`config.mk`:
```
export PLATFORM = sky130hd
export DESIGN_NAME = stack_ctrl_8
export DESIGN_NICKNAME = d
export VERILOG_FILES = /design/src/rtl/stack_pkg.sv /design/src/rtl/stack_ptr_8.sv /design/src/rtl/stack_ctrl_8.sv
export SDC_FILE = /design/constraint.sdc
export NUM_CORES = 1
export LEC_CHECK = 0
export ABC_AREA = 1
export BUFFER_PORTS_ARGS = -buffer_cell sky130_fd_sc_hd__buf_2
export CORE_UTILIZATION = 28
export CTS_BUF_LIST = sky130_fd_sc_hd__clkbuf_4
export CTS_CLUSTER_SIZE = 16
export DETAILED_ROUTE_END_ITERATION = 8
export GPL_ROUTABILITY_DRIVEN = 0
export PLACE_DENSITY = 0.49
export SKIP_LAST_GASP = 1
export SYNTH_ARGS = -nofsm -noshare
export SYNTH_HDL_FRONTEND = slang
export SYNTH_SLANG_ARGS = --single-unit
```
`constraint.sdc`:
```
create_clock -name clk -period 3.6 [get_ports clk]
set_input_delay 0.18 -clock clk [delete_from_list [all_inputs] [get_ports clk]]
set_output_delay 0.18 -clock clk [all_outputs]
set_load 0.01 [all_outputs]
```
`src/rtl/stack_pkg.sv`:
```
// Shared constants, command opcodes and sequencer states for the 8-entry LIFO controller.
package stack_pkg;

  localparam int unsigned WIDTH = 16;
  localparam int unsigned DEPTH = 8;
  localparam int unsigned AW    = 3;
  localparam int unsigned CW    = 4;

  typedef enum logic [1:0] {
    OP_PUSH  = 2'b00,
    OP_POP   = 2'b01,
    OP_PEEK  = 2'b10,
    OP_CLEAR = 2'b11
  } op_e;

  typedef enum logic [1:0] {
    ST_IDLE  = 2'b00,
    ST_WRITE = 2'b01,
    ST_READ  = 2'b10,
    ST_RESP  = 2'b11
  } state_e;

endpackage

```
`src/rtl/stack_ptr_8.sv`:
```
// Stack pointer for the 8-entry LIFO: 4-bit up/down counter that saturates at 0 and DEPTH.
module stack_ptr_8
  import stack_pkg::*;
(
  input  logic          clk,
  input  logic          reset,
  input  logic          inc,
  input  logic          dec,
  input  logic          clr,
  output logic [CW-1:0] count,
  output logic          full,
  output logic          empty
);

  assign full  = (count == CW'(DEPTH));
  assign empty = (count == '0);

  always_ff @(posedge clk) begin
    if (reset) begin
      count <= '0;
    end else if (clr) begin
      count <= '0;
    end else if (inc && !full) begin
      count <= count + CW'(1);
    end else if (dec && !empty) begin
      count <= count - CW'(1);
    end
  end

endmodule

```
`src/rtl/stack_ctrl_8.sv`:
```
// Push/pop/peek/clear sequencer driving an external 8 x 16 register RAM as a LIFO.
// Optional feature: define STACK_PEEK_EN to make PEEK a non-destructive read of the top.
module stack_ctrl_8
  import stack_pkg::*;
(
  input  logic             clk,
  input  logic             reset,
  input  logic             cmd_valid,
  output logic             cmd_ready,
  input  logic [1:0]       cmd_op,
  input  logic [WIDTH-1:0] cmd_data,
  output logic             rsp_valid,
  input  logic             rsp_ready,
  output logic [WIDTH-1:0] rsp_data,
  output logic             rsp_err,
  output logic [CW-1:0]    count,
  output logic             full,
  output logic             empty,
  output logic [WIDTH-1:0] mem_in,
  output logic [AW-1:0]    mem_address,
  output logic             mem_load,
  input  logic [WIDTH-1:0] mem_out
);

  state_e state;
  op_e    op;
  op_e    op_q;
  logic   acc_err;
  logic   inc, dec, clr;

  assign op        = op_e'(cmd_op);
  assign cmd_ready = (state == ST_IDLE);
  assign inc       = (state == ST_WRITE);
  // PEEK also passes through READ but must leave the pointer alone.
  assign dec       = (state == ST_READ) && (op_q == OP_POP);
  assign clr       = cmd_ready && cmd_valid && (op == OP_CLEAR);

  always_comb begin
    acc_err = 1'b0;
    case (op)
      OP_PUSH:  acc_err = full;
      OP_POP:   acc_err = empty;
`ifdef STACK_PEEK_EN
      OP_PEEK:  acc_err = empty;
`else
      OP_PEEK:  acc_err = 1'b1;
`endif
      default:  acc_err = 1'b0;
    endcase
  end

  stack_ptr_8 u_ptr (
    .clk   (clk),
    .reset (reset),
    .inc   (inc),
    .dec   (dec),
    .clr   (clr),
    .count (count),
    .full  (full),
    .empty (empty)
  );

  always_ff @(posedge clk) begin
    if (reset) begin
      state       <= ST_IDLE;
      op_q        <= OP_PUSH;
      rsp_valid   <= 1'b0;
      rsp_data    <= '0;
      rsp_err     <= 1'b0;
      mem_load    <= 1'b0;
      mem_address <= '0;
      mem_in      <= '0;
    end else begin
      unique case (state)
        ST_IDLE: begin
          if (cmd_valid) begin
            op_q <= op;
            if (acc_err) begin
              rsp_valid <= 1'b1;
              rsp_err   <= 1'b1;
              rsp_data  <= '0;
              state     <= ST_RESP;
            end else begin
              case (op)
                OP_PUSH: begin
                  mem_address <= count[AW-1:0];
                  mem_in      <= cmd_data;
                  mem_load    <= 1'b1;
                  state       <= ST_WRITE;
                end
                OP_POP, OP_PEEK: begin
                  mem_address <= count[AW-1:0] - AW'(1);
                  state       <= ST_READ;
                end
                default: begin
                  rsp_valid <= 1'b1;
                  rsp_err   <= 1'b0;
                  rsp_data  <= '0;
                  state     <= ST_RESP;
                end
              endcase
            end
          end
        end
        ST_WRITE: begin
          mem_load  <= 1'b0;
          rsp_data  <= mem_in;
          rsp_err   <= 1'b0;
          rsp_valid <= 1'b1;
          state     <= ST_RESP;
        end
        ST_READ: begin
          rsp_data  <= mem_out;
          rsp_err   <= 1'b0;
          rsp_valid <= 1'b1;
          state     <= ST_RESP;
        end
        ST_RESP: begin
          if (rsp_ready) begin
            rsp_valid <= 1'b0;
            state     <= ST_IDLE;
          end
        end
      endcase
    end
  end

endmodule
```
==> results.tsv, run 1 <==
metric	value	unit
outcome	finished, final reports clean	
wl_per_cell	13.0	microns
num_vias	2395	
design_area	3180	sq um
slew_viol_final	0	
rr_startpoint	u_ptr.count[0]	
overflow	0	
drive_gt1_share	32.4	%
grt_pass1_vias	2464	
syn_to_final_growth	18.5	%
drc	0	
grt.total_usage	15.0	%
fin_crit_sh	59.7	%
clkSlewWorstSetupHoldPaths	160	ps
cp.buffers_inverters	1	
synth_top_family_by_area	simple AND/OR/NAND/NOR gates	
leakagePower	0.00152	uW
grt_first_pass_wirelength	11800	microns
drtPass1Iterations	4	
worst-path-stages	11	
min_from	cmd_data[13]	
crit_fanout	5	
peakVddDrop	0.000299	V
die_x	99.9	microns
synth_top_area_share	34.3	%
ys_ff_latch	46	
setup_viol	0	
reg2reg_depth	11	
place_inst	535	
cp.arrival	2420	ps
place_area	3120	sq um
synthMuxAreaShare	0.373	%
dp_hpwl	5060	microns
viasPerCell	4.40	
cpLargestDelayFamily	adder cells	
cts_buffers	5	
postSynthAreaPerCell	7.87	sq um
netlist_instances	341	
synth-edff-count	0	
drv_cap	0	
yosysUniqueCellTypes	29	
period_needed	2150	ps
startpoint_type	flop	
yosysTopAreaCell	dfxtp_1	
max_freq	465	MHz
start_util	29.0	%
totalNegativeSetupSlack	0	ps
clock_sinks	46	
drt_iter0_drc	101	
cts_tree	done	
crit_path_frequent_cell	nand2_1	
synthXorXnorAreaFrac	0.979	%
fp.coreArea	9240	sq um
worst_slew_pin_slew	728	ps
cp_data_required_time	3870	ps
rrSetupSlack	1450	ps
end_kind	flop	
synth_fp_nets	395	
grt_max_degree	35	
finalCoreUtilization	34.4	%
async_reset_ff_share	0	%
slew_headroom	51.5	%
numPortBuffers	82	
row_count	35	
ys_top_cells_by_area	dfxtp_1, nand2_1, nand3_2	
whs_endpoint	mem_in[13]	
post-cts-setup-buffer-count	0	
ys.flop_type	dfxtp_1	
cts_max_path_buffers	2	
drt_wl_total	7090	microns
dieArea	9980	sq um
synthAdderAreaFrac	7.74	%
cts_root_buffer	clkbuf_4	
synth.cell_area	2680	sq um
critPathKind	flop to flop	
fin_nets	467	
cts.hold.buffers_added	0	
post_cts_resized	0	
pwr_density_cell	764	nW/um^2
synth-simple-area-share	30.2	%
yosysWarnings	0	
hold_depth	3	
min_path_type	input port to flop	
skew	17.2	ps
instances_no_fill	544	
yosysSeqAreaShare	34.3	%
rsz0062_at_grt	false	
clock_latency	370	ps
cp_slowest_stage_delay	450	ps
slowest_stage	dfxtp_1	
hold_viol	0	
ios	83	
htreeDepth	2	
rr_endpoint	u_ptr.count[3]	
postRouteAntennaNets	0	
power	2430	uW
antenna_found_initial	1	
crit_chain	inv_1 -> ha_1 -> nand3_1 -> nand2_1 -> ha_1 -> nand2_1 -> nand2_1 -> o21ai_0 -> nand3_1 -> o21ai_0 -> nor2_1	
synth_compound_area_share	16.6	%
die_h	99.9	microns
n_fill_cell	1047	
-- cells by family after synthesis --
kind of cell | count (synthesis)
AOI/OAI and AO/OA | 69
xor gates and xnor gates | 3
adders and majority gates | 16
buffers and inverters | 47
DFF | 46
muxes | 1
and+or+nand+nor | 159
-- worst max path at each step --
stage	startpoint	endpoint	slack [ps]
global route	u_ptr.count[0]	u_ptr.count[3]	1190
CTS	u_ptr.count[0]	u_ptr.count[3]	1430
global placement	u_ptr.count[0]	u_ptr.count[3]	1510
detailed placement	u_ptr.count[0]	u_ptr.count[3]	1440
finish	u_ptr.count[0]	u_ptr.count[3]	1450
floorplan	u_ptr.count[0]	u_ptr.count[3]	1570
-- through the flow --
stage	hold slack [ps]	setup WS (ps)
4_1_cts	32.0	1430
6_report	49.3	1450
5_1_grt	23.3	1190
3_5_place_dp	447	1440
3_3_place_gp	449	1510
2_1_floorplan	329	1570
-- report_power, final --
part	total, uW	leakage [uW]	switching, uW	internal (uW)
clock network	257	0.0000312	181	76.4
logic	1400	0.00111	880	520
registers	772	0.000376	115	657
total	2430	0.00152	1180	1250
-- final cells by class --
| class | instances | area [sq um] | area share (%) |
|---|---|---|---|
| Antenna cell | 1 | 2.50 | 0.0787 |
| Clock buffer | 5 | 37.5 | 1.18 |
| Clock inverter | 3 | 21.3 | 0.669 |
| Inverter | 27 | 101 | 3.19 |
| Multi-Input combinational cell | 248 | 1500 | 47.2 |
| Sequential cell | 46 | 921 | 29.0 |
| Tap cell | 129 | 161 | 5.08 |
| Timing Repair Buffer | 85 | 433 | 13.6 |
-- metal layers --
| layer | track usage [%] | up-vias | wire [microns] |
|---|---|---|---|
| li1 | - | 1264 | - |
| met2 | 23.3 | 74 | 3010 |
| met4 | 6.79 | 0 | 128 |
| met5 | 0 | - | 0 |
| met1 | 20.2 | 1051 | 3520 |
| met3 | 2.58 | 6 | 433 |
-- state kept, by name, summed over array words and instances, names as in the netlist --
| register | cells |
|---|---|
| state | 2 |
| rsp_err | 1 |
| mem_address | 3 |
| op_q | 2 |
| mem_load | 1 |
| u_ptr.count | 4 |
| rsp_data | 16 |
| mem_in | 16 |
| rsp_valid | 1 |
-- cells in the mapped netlist (3+ instances only) --
cell / number
dfxtp_1: 46
nand2_1: 75
nand2_4: 3
inv_1: 25
buf_6: 3
o21ai_0: 12
buf_2: 10
a22o_1: 16
nand3_1: 13
nor2_1: 38
a21oi_1: 30
ha_1: 15
a21oi_2: 10
nand3_2: 25
-- cell usage in the layout, fill, tap and decap left out, types with 13 or more instances in the layout --
cell,n
a21oi_1,30
a22o_1,16
buf_2,82
dfxtp_1,46
ha_1,15
inv_1,25
nand2_1,75
nand3_1,13
nand3_2,25
nor2_1,37
-- worst min-delay path, stage by stage --
cell     delay (ps)
buf_2           100
nand3_2          70
a21oi_2          50
Note: power is estimated with default switching activity, not from simulation.
==> inputs of run 2 (changes only) <==
--- a/config.mk
+++ b/config.mk
@@ -12,7 +12,7 @@
 export CTS_CLUSTER_SIZE = 16
 export DETAILED_ROUTE_END_ITERATION = 8
 export GPL_ROUTABILITY_DRIVEN = 0
-export PLACE_DENSITY = 0.49
+export PLACE_DENSITY = 0.51
 export SKIP_LAST_GASP = 1
 export SYNTH_ARGS = -nofsm -noshare
 export SYNTH_HDL_FRONTEND = slang
==> constraint.sdc (replaced) <==
create_clock -name clk -period 1.85 [get_ports clk]
set_input_delay 0.0925 -clock clk [delete_from_list [all_inputs] [get_ports clk]]
set_output_delay 0.0925 -clock clk [all_outputs]
set_load 0.01 [all_outputs]
==> run 2 against run 1 <==
  * Cell area is 10% higher
  * Register-to-register slack worse by 1400 ps
  * Die area stayed put
  * Via count is 6.8% higher
  * Clock skew is 3.9 ps lower
  * Clock-buffer cell count is 1 higher
  * Critical path depth is 1 higher
  * Maximum frequency is 18% higher
  * Clock power is 150% higher
  * First-iteration DRC count is 21% lower
  * Sequential cell count stayed put
==> results.tsv, run 2 (same netlist as run 1, synthesis figures left out) <==
metric	value	unit	change
cp_data_required_time	2130	ps	was 3870 ps
drv_cap	0		unchanged
dp_hpwl	5370	microns	was 5060 microns
min_path_type	input port to flop		unchanged
grt.total_usage	15.5	%	was 15.0%
design_area	3500	sq um	was 3180 sq um
numPortBuffers	82		unchanged
drt_wl_total	7430	microns	was 7090 microns
row_count	35		unchanged
layout_common_cells	buf_2, nand2_1, dfxtp_1		unchanged
postRouteAntennaNets	0		unchanged
cts_tree	done		unchanged
overflow	0		unchanged
end_kind	flop		unchanged
drive_gt1_share	34.5	%	was 32.4%
outcome	finished, final reports clean		unchanged
clock_latency	360	ps	was 370 ps
wl_per_cell	13.0	microns	about the same
final_common_cell	buf_2		unchanged
place_inst	545		was 535
slew_headroom	75.0	%	was 51.5%
drc	0		unchanged
power	5190	uW	was 2430 uW
syn_to_final_growth	30.6	%	was 18.5%
hold_slack	96.0	ps	was 49.3 ps
startpoint_type	flop		unchanged
cts_max_path_buffers	2		unchanged
cp.arrival	2110	ps	was 2420 ps
largestRegisters	mem_in x16, rsp_data x16, u_ptr.count x4		unchanged
die_x	99.9	microns	unchanged
clkSlewWorstSetupHoldPaths	140	ps	was 160 ps
grt_max_degree	35		unchanged
setup_viol	0		unchanged
period_needed	1830	ps	was 2150 ps
drtPass1Iterations	4		unchanged
antenna_found_initial	0		was 1
critPathKind	flop to flop		unchanged
max_freq	547	MHz	was 465 MHz
place_area	3230	sq um	was 3120 sq um
start_util	29.0	%	unchanged
leakagePower	0.00166	uW	was 0.00152 uW
instances_no_fill	570		was 544
htreeDepth	2		unchanged
worst_slew_pin_slew	374	ps	was 728 ps
crit_fanout	5		unchanged
cts_buffers	5		unchanged
fp.coreArea	9240	sq um	unchanged
cts_root_buffer	clkbuf_4		unchanged
ios	83		unchanged
n_antenna_cell	0		was 1
peakVddDrop	0.000518	V	was 0.000299 V
hold_viol	0		unchanged
die_h	99.9	microns	unchanged
grt_first_pass_wirelength	12100	microns	was 11800 microns
num_vias	2558		was 2395
totalNegativeSetupSlack	0	ps	unchanged
rsz0062_at_grt	true		was false
fin_nets	494		was 467
pwr_density_cell	1480	nW/um^2	was 764 nW/um^2
viasPerCell	4.49		was 4.40
grt_pass1_vias	2465		was 2464
skew	13.3	ps	was 17.2 ps
n_fill_cell	1015		was 1047
dieArea	9980	sq um	unchanged
clock_sinks	46		unchanged
fin_crit_sh	98.7	%	was 59.7%
slew_viol_final	0		unchanged
drt_iter0_drc	80		was 101
[run 2: cell types whose count changed in the layout (fill, tap and decap cells not counted), moves of 2 or more]
cell and delta:
ha_1 -2, buf_4 +8, o21ai_0 -3, dfxtp_2 +3, dlygate4sd3_1 +16, o21ai_1 +3
dfxtp_1 -3, ha_2 +2, buf_12 +2
[run 2: repair_timing]
action,in CTS,in global routing
endpoints found under the hold margin,16,0
setup endpoints to repair,1,24
gates resized for setup,0,8
hold buffers,16,0
setup buffers,1,0
[run 2: final cells by class]
type	instances	area, sq um	share of cell area (%)
clock buffer	6	45.0	1.29
clock inverter	2	37.5	1.07
inverter	27	101	2.89
multi-input combinational	248	1530	43.6
sequential	46	925	26.4
tap	129	161	4.61
timing repair buffer	112	704	20.1
[run 2: stage by stage]
stage	setup slack (ps)	utilization [%]
2_1_floorplan	37.6	-
3_3_place_gp	53.0	35.0
3_5_place_dp	11.4	35.0
4_1_cts	20.8	37.7
5_1_grt	-133	37.9
6_report	23.1	37.9
[run 2: layer usage]
metal	global-route usage, %	vias up	part of all wire [%]
met1	20.7	1162	48
met3	2.99	7	4.8
met2	25.5	69	45
met4	4.41	0	1.4
li1	-	1320	-
met5	0	-	0
[run 2: path summary, 6_finish.rpt]
check	cells after the start	endpoint	from	slack, ps
worst max-delay path	12	u_ptr.count[3]	u_ptr.count[0]	20
worst min-delay path	3	op_q[1]	cmd_op[1]	100
worst max register to register	12	u_ptr.count[3]	u_ptr.count[0]	20
worst min register to register	2	op_q[1]	op_q[1]	470
[run 2: critical path, stage by stage (launching register included)]
cell and delay, ps:
dfxtp_2 350, inv_1 90, ha_2 200, nand3_2 120, nand2_4 110, ha_1 260, nand2_1 70, nand2_1 60
nor2_1 120, nand3_1 80, nand3_1 100, nor2b_1 130, nor2_1 50
[run 2: power breakdown]
group	internal [uW]	leakage [uW]	switching, uW
clock	300	0.0000419	340
combinational	1230	0.00124	1870
sequential	1290	0.000378	163
==> inputs of run 3 (changes only) <==
--- a/config.mk
+++ b/config.mk
@@ -5,7 +5,6 @@
 export SDC_FILE = /design/constraint.sdc
 export NUM_CORES = 1
 export LEC_CHECK = 0
-export ABC_AREA = 1
 export BUFFER_PORTS_ARGS = -buffer_cell sky130_fd_sc_hd__buf_2
 export CORE_UTILIZATION = 28
 export CTS_BUF_LIST = sky130_fd_sc_hd__clkbuf_4
==> run 3 against run 2 <==
  * The run now ends with setup timing left
  * Register-to-register slack worse by 120 ps
  * Synthesized cell count down 24%
  * Maximum frequency down 6.4%
  * Cell count fell by 16%
  * Hold slack better by 6.2 ps
  * Critical path type unchanged
  * Largest power group unchanged
  * Highest routed layer unchanged
==> results.tsv, run 3 <==
metric	value	unit	change
cpLargestDelayFamily	simple AND/OR/NAND/NOR gates		unchanged
wl_per_cell	14.0	microns	was 13.0 microns
die_h	95.8	microns	was 99.9 microns
clkSlewWorstSetupHoldPaths	150	ps	was 140 ps
place_area	3200	sq um	was 3230 sq um
use_met1	20.0	%	was 20.7%
totalNegativeSetupSlack	-1300	ps	was 0 ps
n_antenna_cell	0		unchanged
cts_buffers	5		unchanged
slew_headroom	75.1	%	was 75.0%
power	4130	uW	was 5190 uW
synth.cell_area	2460	sq um	was 2680 sq um
netlist_instances	258		was 341
swShare	39.3	%	was 45.7%
period_needed	1950	ps	was 1830 ps
max_freq	513	MHz	was 547 MHz
cp_data_required_time	2110	ps	was 2130 ps
layout_common_cells	buf_2, dfxtp_1, mux2i_1		was buf_2, nand2_1, dfxtp_1
synth-edff-count	0		unchanged
p_switching	1620	uW	was 2370 uW
top_usage_layer	met2		unchanged
fp.coreArea	8380	sq um	was 9240 sq um
finalCoreUtilization	41.8	%	was 37.9%
worst_slew_pin_slew	373	ps	was 374 ps
internal_power	2510	uW	was 2820 uW
grt_pass1_vias	2154		was 2465
violations	setup timing		
slowest_stage	or3b_4		was dfxtp_2
ys_ff_latch	46		unchanged
num_vias	2237		was 2558
clock_latency	370	ps	was 360 ps
grtUsageMet2	24.5	%	was 25.5%
grt_max_degree	27		was 35
drtPass1Iterations	4		unchanged
synth_fp_nets	312		was 395
cts_root_buffer	clkbuf_4		unchanged
postSynthAreaPerCell	9.55	sq um	was 7.87 sq um
min_path_type	input port to flop		unchanged
critPathKind	flop to flop		unchanged
yosysWarnings	0		unchanged
drt_wl_total	6750	microns	was 7430 microns
postRouteAntennaNets	0		unchanged
peakVddDrop	0.000330	V	was 0.000518 V
cts_tree	done		unchanged
crit_chain	inv_4 -> ha_4 -> buf_4 -> or3b_4 -> o2111ai_4 -> clkbuf_16 -> mux2i_1 -> nor2_1		was inv_1 -> ha_2 -> nand3_2 -> nand2_4 -> ha_1 -> nand2_1 -> nand2_1 -> nor2_1 -> nand3_1 -> nand3_1 -> nor2b_1 -> nor2_1
cp.buffers_inverters	3		was 1
met3_usage	3.16	%	was 2.99%
cts_max_path_buffers	2		unchanged
pwr_density_cell	1180	nW/um^2	was 1480 nW/um^2
synth_common_cells	dfxtp_1, mux2i_1, nand2_1		was nand2_1, dfxtp_1, nor2_1
start_util	29.4	%	was 29.0%
overflow	0		unchanged
finalWorstSetupSlack	-101	ps	was 23.1 ps
antenna_found_initial	0		unchanged
yosysSeqAreaShare	37.4	%	was 34.3%
skew	7.26	ps	was 13.3 ps
dp_hpwl	5060	microns	was 5370 microns
leakagePower	0.00174	uW	was 0.00166 uW
dieArea	9180	sq um	was 9980 sq um
design_area	3500	sq um	about the same
syn_to_final_growth	42.0	%	was 30.6%
rrSetupSlack	-100	ps	was 20 ps
numPortBuffers	82		unchanged
die_x	95.8	microns	was 99.9 microns
ys_top_cells_by_area	dfxtp_1, mux2i_1, ha_1		was dfxtp_1, nand2_1, nand3_2
slew_viol_final	0		unchanged
ios	83		unchanged
rsz0062_at_grt	true		unchanged
cp_slowest_stage_delay	400	ps	was 350 ps
startpoint_type	flop		unchanged
final_common_cell	buf_2		unchanged
p_seq_share	29.8	%	was 27.9%
row_count	33		was 35
fin_nets	429		was 494
synth_top_area_share	37.4	%	was 34.3%
drv_cap	0		unchanged
ys.flop_type	dfxtp_1		unchanged
clockPowerShare	15.8	%	was 12.3%
outcome	complete, but fails checks		was finished, final reports clean
clock_sinks	46		unchanged
end_kind	flop		unchanged
yosysTopAreaCell	dfxtp_1		unchanged
yosysUniqueCellTypes	45		was 29
crit_fanout	8		was 5
synth_most_common_cell	dfxtp_1		was nand2_1
setup_viol	17		was 0
htreeDepth	2		unchanged
fin_crit_sh	105	%	was 98.7%
largestRegisters	mem_in x16, rsp_data x16, u_ptr.count x4		unchanged
drive_gt1_share	37.2	%	was 34.5%
cp.arrival	2210	ps	was 2110 ps
grt_first_pass_wirelength	10500	microns	was 12100 microns
grt.total_usage	15.1	%	was 15.5%
drc	0		unchanged
drt_iter0_drc	91		was 80
power_frac_comb	54.3	%	was 59.7%
viasPerCell	4.65		was 4.49
async_reset_ff_share	0	%	unchanged
hold_viol	0		unchanged
[run 3: changes by cell type after synthesis, sizes merged, moves of 6 or more]
cell and delta:
mux2i +38, inv -17, nand2b +20, nor2 -14, clkbuf +6, nand2 -47
nand3 -36, o21ai -12, buf -13, a21oi -32
[run 3: power by group through the flow]
stage          sequential [uW]  combinational (uW)  clock, uW
2_1_floorplan             1340                1360          0
3_3_place_gp              1250                2190          0
3_5_place_dp              1250                2210          0
4_1_cts                   1230                2270        674
5_1_grt                   1250                2450        712
6_report                  1230                2240        653
[run 3: layer usage]
layer  part of all wire, %  up-vias  wire length [microns]
li1                      -     1128                      -
met1                    47     1050                   3170
met2                    47       52                   3200
met3                   4.6        7                    309
met4                   1.1        0                     72
met5                     0        -                      0
[run 3: what timing repair did]
item / 4_1_cts / 5_1_grt
setup buffers: 0 / 0
setup endpoints to repair: 17 / 18
resized for setup: 3 / 3
endpoints found under the hold margin: 18 / 0
pin swaps: 0 / 3
hold buffers: 18 / 0
cloned: 1 / 0
[run 3: cells by family (layout without fill, tap and decap cells)]
group	Yosys count	after routing	share of synthesized area, %
AOI/OAI and AO/OA	42	42	14.5
xor gates and xnor gates	3	3	1.07
adders and majority gates	16	16	8.43
buffers and inverters	23	141	5.13
DFF	46	46	37.4
muxes	40	40	16.4
and+or+nand+nor	88	88	17.1
[run 3: final cells by class]
cell class	count	area (sq um)
fill	865	4880
multi-input combinational	189	1510
sequential	46	928
timing repair buffer	124	813
tap	105	131
clock buffer	6	45.0
inverter	9	38.8
clock inverter	2	36.3
[run 3: through the flow]
step / hold WS (ps) / worst slack [ps] / instances
floorplan: 226 / -135 / 258
global placement: 324 / -19.8 / 454
detailed placement: 330 / -63.7 / 454
CTS: 82.0 / -90.1 / 481
global route: 103 / -177 / 481
finish: 102 / -101 / 481
[run 3: worst register-to-register path, cell delays in order, from the launching register on]
cell	delay, ps
dfxtp_4	380
inv_4	60
ha_4	130
buf_4	110
or3b_4	400
o2111ai_4	310
clkbuf_16	230
mux2i_1	180
nor2_1	50
[run 3: path summary, 6_finish.rpt]
check,to,from,cells after the start
worst max register to register,mem_in[3],u_ptr.count[0],8
worst min-delay path,rsp_data[15],mem_out[15],4
worst min register to register,op_q[1],op_q[1],2
worst max-delay path,mem_in[3],u_ptr.count[0],8
